===== src/rtl/c_recv.sv =====
// Clocked receiver for a 4-phase Send/Ack self-timed pipeline: synchronises Send_in, captures Data_in into a show-ahead FIFO.
// Optional even-parity check on captured tokens is enabled by defining C_RECV_PARITY_EN.
module c_recv #(
  parameter int unsigned DW          = 8,
  parameter int unsigned DEPTH       = 4,
  parameter int unsigned SYNC_STAGES = 2
) (
  input  logic                         CP,
  input  logic                         MR_n,
  input  logic                         Send_in,
  input  logic [DW-1:0]                Data_in,
`ifdef C_RECV_PARITY_EN
  input  logic                         Par_in,
  output logic                         Par_err,
`endif
  output logic                         Ack_out,
  output logic [DW-1:0]                Dout,
  output logic                         Dout_valid,
  input  logic                         Dout_ready,
  output logic [$clog2(DEPTH+1)-1:0]   Count,
  output logic                         Full
);

  localparam int unsigned CW = $clog2(DEPTH + 1);
  localparam int unsigned AW = (DEPTH > 1) ? $clog2(DEPTH) : 1;

  typedef enum logic {IDLE, WAIT_LOW} state_t;

  state_t                 state;
  logic [SYNC_STAGES-1:0] sync_q;
  logic                   send_s;
  logic                   wr_en;
  logic                   pop;
  logic [AW-1:0]          wr_ptr;
  logic [AW-1:0]          rd_ptr;
  logic [AW-1:0]          rd_sel;
  logic [CW-1:0]          count_next;
  logic [CW-1:0]          after_pop;
  logic [DW-1:0]          mem [DEPTH];

  assign send_s     = sync_q[SYNC_STAGES-1];
  // Full is the registered pre-pop flag, so a same-cycle pop never opens a write slot.
  assign wr_en      = (state == IDLE) && send_s && !Full;
  assign pop        = Dout_valid && Dout_ready;
  assign count_next = Count + CW'(wr_en) - CW'(pop);
  assign after_pop  = Count - CW'(pop);
  assign rd_sel     = rd_ptr + AW'(pop);

  always_ff @(posedge CP or negedge MR_n) begin
    if (!MR_n) begin
      sync_q <= '0;
    end else begin
      sync_q <= {sync_q[SYNC_STAGES-2:0], Send_in};
    end
  end

  // Handshake FSM: one write per Send high phase, Ack held until Send drops.
  always_ff @(posedge CP or negedge MR_n) begin
    if (!MR_n) begin
      state   <= IDLE;
      Ack_out <= 1'b0;
    end else begin
      case (state)
        IDLE: begin
          if (wr_en) begin
            state   <= WAIT_LOW;
            Ack_out <= 1'b1;
          end
        end
        WAIT_LOW: begin
          if (!send_s) begin
            state   <= IDLE;
            Ack_out <= 1'b0;
          end
        end
        default: begin
          state   <= IDLE;
          Ack_out <= 1'b0;
        end
      endcase
    end
  end

  always_ff @(posedge CP) begin
    if (wr_en) begin
      mem[wr_ptr] <= Data_in;
    end
  end

  // Output stage sees only entries written before this edge, giving one cycle write-to-read.
  always_ff @(posedge CP or negedge MR_n) begin
    if (!MR_n) begin
      wr_ptr     <= '0;
      rd_ptr     <= '0;
      Count      <= '0;
      Full       <= 1'b0;
      Dout       <= '0;
      Dout_valid <= 1'b0;
    end else begin
      if (wr_en) begin
        wr_ptr <= wr_ptr + AW'(1);
      end
      rd_ptr     <= rd_sel;
      Count      <= count_next;
      Full       <= (count_next == CW'(DEPTH));
      Dout_valid <= (after_pop != '0);
      if (after_pop != '0) begin
        Dout <= mem[rd_sel];
      end
    end
  end

`ifdef C_RECV_PARITY_EN
  // Sticky even-parity error; the token is still stored.
  always_ff @(posedge CP or negedge MR_n) begin
    if (!MR_n) begin
      Par_err <= 1'b0;
    end else if (wr_en && (^{Data_in, Par_in})) begin
      Par_err <= 1'b1;
    end
  end
`endif

endmodule


===== config.mk =====
export PLATFORM = sky130hd
export DESIGN_NAME = c_recv
export DESIGN_NICKNAME = d
export VERILOG_FILES = /design/src/rtl/c_recv.sv
export SDC_FILE = /design/constraint.sdc
export NUM_CORES = 1
export LEC_CHECK = 0
export ABC_AREA = 1
export BUFFER_PORTS_ARGS = -buffer_cell sky130_fd_sc_hd__buf_2
export CAP_MARGIN = 20
export CORE_MARGIN = 2
export CORE_UTILIZATION = 40
export CTS_CLUSTER_SIZE = 10
export DETAILED_ROUTE_END_ITERATION = 6
export PLACE_DENSITY = 0.66
export SLEW_MARGIN = 40
export SYNTH_ARGS = -nofsm -noshare
export SYNTH_HDL_FRONTEND = slang
export SYNTH_SLANG_ARGS = --single-unit

===== constraint.sdc =====
create_clock -name CP -period 4.59 [get_ports CP]
set_clock_uncertainty 0.05 [all_clocks]
set_input_delay 0.459 -clock CP [delete_from_list [all_inputs] [get_ports CP]]
set_output_delay 0.459 -clock CP [all_outputs]
set_load 0.01 [all_outputs]

# Word level (Yosys, flattened, before mapping)
# Memory sizes are Yosys's and may differ from the RTL's. A register that Yosys moved wholly into a read port is not among the register bits.
# Index checks and enable logic that the tools add are counted.
# totals
register_bits,13
ram_bits,32
input_bits,12
out_inout_bits,14
memories,1
# mem_list
name,depth,word_bits,read_ports,rd_clocked_by_memory_dff,wr,line_no,text
mem,4,8,1,1,1,39,logic [DW-1:0] mem [DEPTH];
# op_classes
n_addsub,5
n_eq_ne,3
n_mux,7
n_bitwise,1
reduce_logical,7
# ops
op,count
subtractor 3 x 1 -> 3 bit,2
two-way mux 1 bit,5
!= test 2 bit (second input constant),2
one-hot mux 1 bit (2 select lines),2
adder 3 x 1 -> 3 bit,1
equality test 3 bit (second input constant),1
logical AND 1 bit,3
nonzero test 3 bit,1
adder 2 x 1 -> 2 bit,1
adder 2 x 1 -> 2 bit (second input constant),1
logical NOT 1 bit,2
AND reduction 2 bit,1
NOT 1 bit,1

# Logic depth before layout (Yosys ltp)
# depth
depth_word,6
ltp_mapped,11

# Least setup slack after synthesis
# OpenSTA, ideal clock, no wires.
# synth_timing
kind,register -> register
from,register Full
to,register Full
setup_ns,0.077
arrival_ns,1.863
setup_slack_ns,2.600
stages_incl_launch_ff,9
path_cell_list,dfrtp_1 -> nor2_1 -> nand2_2 -> nand2_1 -> nand2_1 -> ha_1 -> fa_1 -> or2_2 -> a21oi_1
# synth_via
elab_chain_cells,5
# synth_lines
element,line_no,text
start: declaration,21,output logic Full
start signal: assignment,105,Full <= (count_next == CW'(DEPTH));
logical NOT 1 bit,43,assign wr_en = (state == IDLE) && send_s && !Full;
logical AND 1 bit,43,
adder 3 x 1 -> 3 bit,45,assign count_next = Count + CW'(wr_en) - CW'(pop);
subtractor 3 x 1 -> 3 bit,45,
via count_next[1],37,logic [CW-1:0] count_next;
equality test 3 bit,105,
# The timed path passes the listed nets, and every way through them passes these cells.
# A chain may end at the register's enable or synchronous reset.

# Final worst setup path
# Ends and elaborated chain as after synthesis.

==> reports/qor.txt <==
Outcome = completed
Post-CTS Resized = 0
Largest net degree at the start of global routing = 22
Clk sinks = 53
Worst Path Arrival = 2.32 ns
Slew Limit Fails = 0
Final hold vios = 0
Nets = 281
HP Class = in2async
Port Buffer Count = 25
Pwr Density = 622 nW/um2
Post-synth EDFFs = 32
Synth Net Count = 252
Tot GR Track Use = 13.5%
Mapped cell area = 2340 um2
Sw Pwr = 0.633 mW
DRC = 0
FMAX = 0.468 GHz
Most frequent cell after synthesis = nand2_1
Reg power frac = 41.5%
First DRT Iteration DRCs = 62
Total leakage power = 1.31 nW
Synth-to-layout area growth = 12.4%
Startpoint of the worst register-to-register path = Full
Worst path max stage delay = 0.45 ns
Average cell area after synthesis = 10.1 um2
Crit path top cell by count = nand2_1
Seq/Total Area, Yosys = 63.4%
VDD IR max = 227 uV
Slowest-stage cell, CP = fa_1
Core area = 5570 um2
DIE AREA = 6490 um2
Synthesized flop and latch total = 53
Post-synth cell types = 19
Clock Root Buffer = clkbuf_8
Share of layout cells above drive strength 1 = 20.5%
Most used DFF post-synth = edfxtp_1
Setup TNS = 0 ns
Fillers = 529
# setup viols final = 0
Slew @ Worst Pin = 0.760 ns
Final min period = 2.14 ns
Vias in the first global route = 1400
Area leader, netlist = edfxtp_1
Num CTS Buffers = 5
Period utilization = 46.6%
Net Sw Frac = 38.6%
Crit end category = flip-flop
Relative slew slack = 49.2%
Top cell type's share of synthesized area = 41.0%
Wirelength per Cell = 11.4 um
Critical path launch point type = flip-flop
I/O pin total = 26
Crit path from = Full
FP Rows = 27
WHS = 0.0515 ns
Most frequent cells after synthesis = nand2_1, inv_1, edfxtp_1
Clock Latency Late Sink = 0.30 ns
Die height = 80.6 um
Vias after detailed routing = 1468
Reg2Reg Depth = 8
Post-route ant nets = 0
CP max FO = 9
Grt ovf = 0
Initial antenna violation count = 0
CTS max path bufs = 2
Drt first pass iters = 4
RSZ-0062 raised after global routing = no
Initial core utilization = 42.1%
Internal cell power = 1.01 mW
Synth warnings = 0
Comb power frac = 40.2%
Routed Wire Length = 3820 um
Vias per cell = 4.38
Die Wd = 80.6 um
Clock group share of total power = 18.3%
Max-cap violations = 0
Setup bufs post-CTS = 0
Post-CTS Hold Buffers = 0
Area contributors post-synth = edfxtp_1, dfrtp_1, nand2_1, inv_1, nand2_2
Ys async rst share = 39.6%
DP HPWL = 2580 um
H-Tree Depth = 2
GPL Wtd Cong = 0.684
# diodes = 0
Worst-path clk slew = 0.09 ns
First-pass GRT wire length = 6400 um
Post-synthesis cell count = 233
Critical path, cell by cell = nor2_1 > nand2_2 > nand2_1 > nand2_1 > ha_1 > fa_1 > or2_2 > a21oi_1
WP data required = 4.78 ns
Worst setup path class = reg2reg
CTS tree = done
worst max-delay path, delay by kind of cell (launching register included):
| kind | cells | cell delay, ns |
|---|---|---|
| adders and majority gates | 2 | 0.64 |
| AOI/OAI and AO/OA | 1 | 0.12 |
| and+or+nand+nor | 5 | 0.86 |
| DFF | 1 | 0.40 |
final timing paths:
kind	end	slack, ns
setup / recovery	Full	2.45
hold / removal	Count[1]	0.05
setup reg to reg	Full	2.45
hold reg to reg	sync_q[1]	0.30
max in group asynchronous	wr_ptr[0]	4.10
min in group CP	sync_q[0]	0.21
cell type report:
type	count	area, um2	share of cell area, %
Tap cell	72	90.1	3.42
Clock buffer	8	111	4.22
Sequential cell	53	1490	56.4
Multi-Input combinational cell	127	631	23.9
Timing Repair Buffer	25	125	4.75
Inverter	50	193	7.31
flip-flops by register name, summed over array words and instances (netlist names), 2 cells and up:
name    count
wr_ptr      2
rd_ptr      2
Count       3
mem        32
sync_q      2
Dout        8
per-layer routing:
layer	track usage, %	part of all wire, %	vias up
met5	0	0	-
met4	6.44	2.3	0
met3	3.60	4.1	8
met2	23.6	51	28
met1	15.3	43	675
li1	-	-	757
cell families (layout without fill, tap and decap cells):
kind of cell             count (synthesis)  count (layout)  synth area share, %
flip-flops                              53              53                 63.4
AO/OA/AOI/OAI                            4               4                0.960
AND/OR/NAND/NOR                        115             115                 21.2
adder cells (fa/ha/maj)                  7               7                 4.06
buffers and inverters                   53              83                 10.0
XOR/XNOR                                 1               1                0.374
power groups by stage:
stage	Combinational [mW]	Sequential, mW	Clock [mW]
after floorplan	0.515	0.711	0
after global placement	0.651	0.689	0
after detailed placement	0.668	0.693	0
after CTS	0.668	0.683	0.310
after global routing	0.766	0.693	0.331
final	0.659	0.680	0.301
through the flow:
stage	area, um2	util (%)	setup WS (ns)	cells	total power [mW]
finish	2640	47.3	2.45	335	1.64
global route	2640	47.3	2.30	335	1.79
CTS	2630	47.2	2.44	335	1.66
detailed placement	2520	45.2	2.44	327	1.36
global placement	2520	45.2	2.45	327	1.34
floorplan	2340	-	2.60	233	1.23
cells in the final DEF, fill, tap and decap left out, drive strengths merged, types with 3 or more instances in the layout:
| master | count |
|---|---|
| nor2 | 7 |
| nand3 | 12 |
| dfrtp | 21 |
| edfxtp | 32 |
| ha | 6 |
| a21oi | 3 |
| buf | 25 |
| nand2 | 95 |
| inv | 50 |
| clkbuf | 8 |
(Power assumes the default switching activity.)
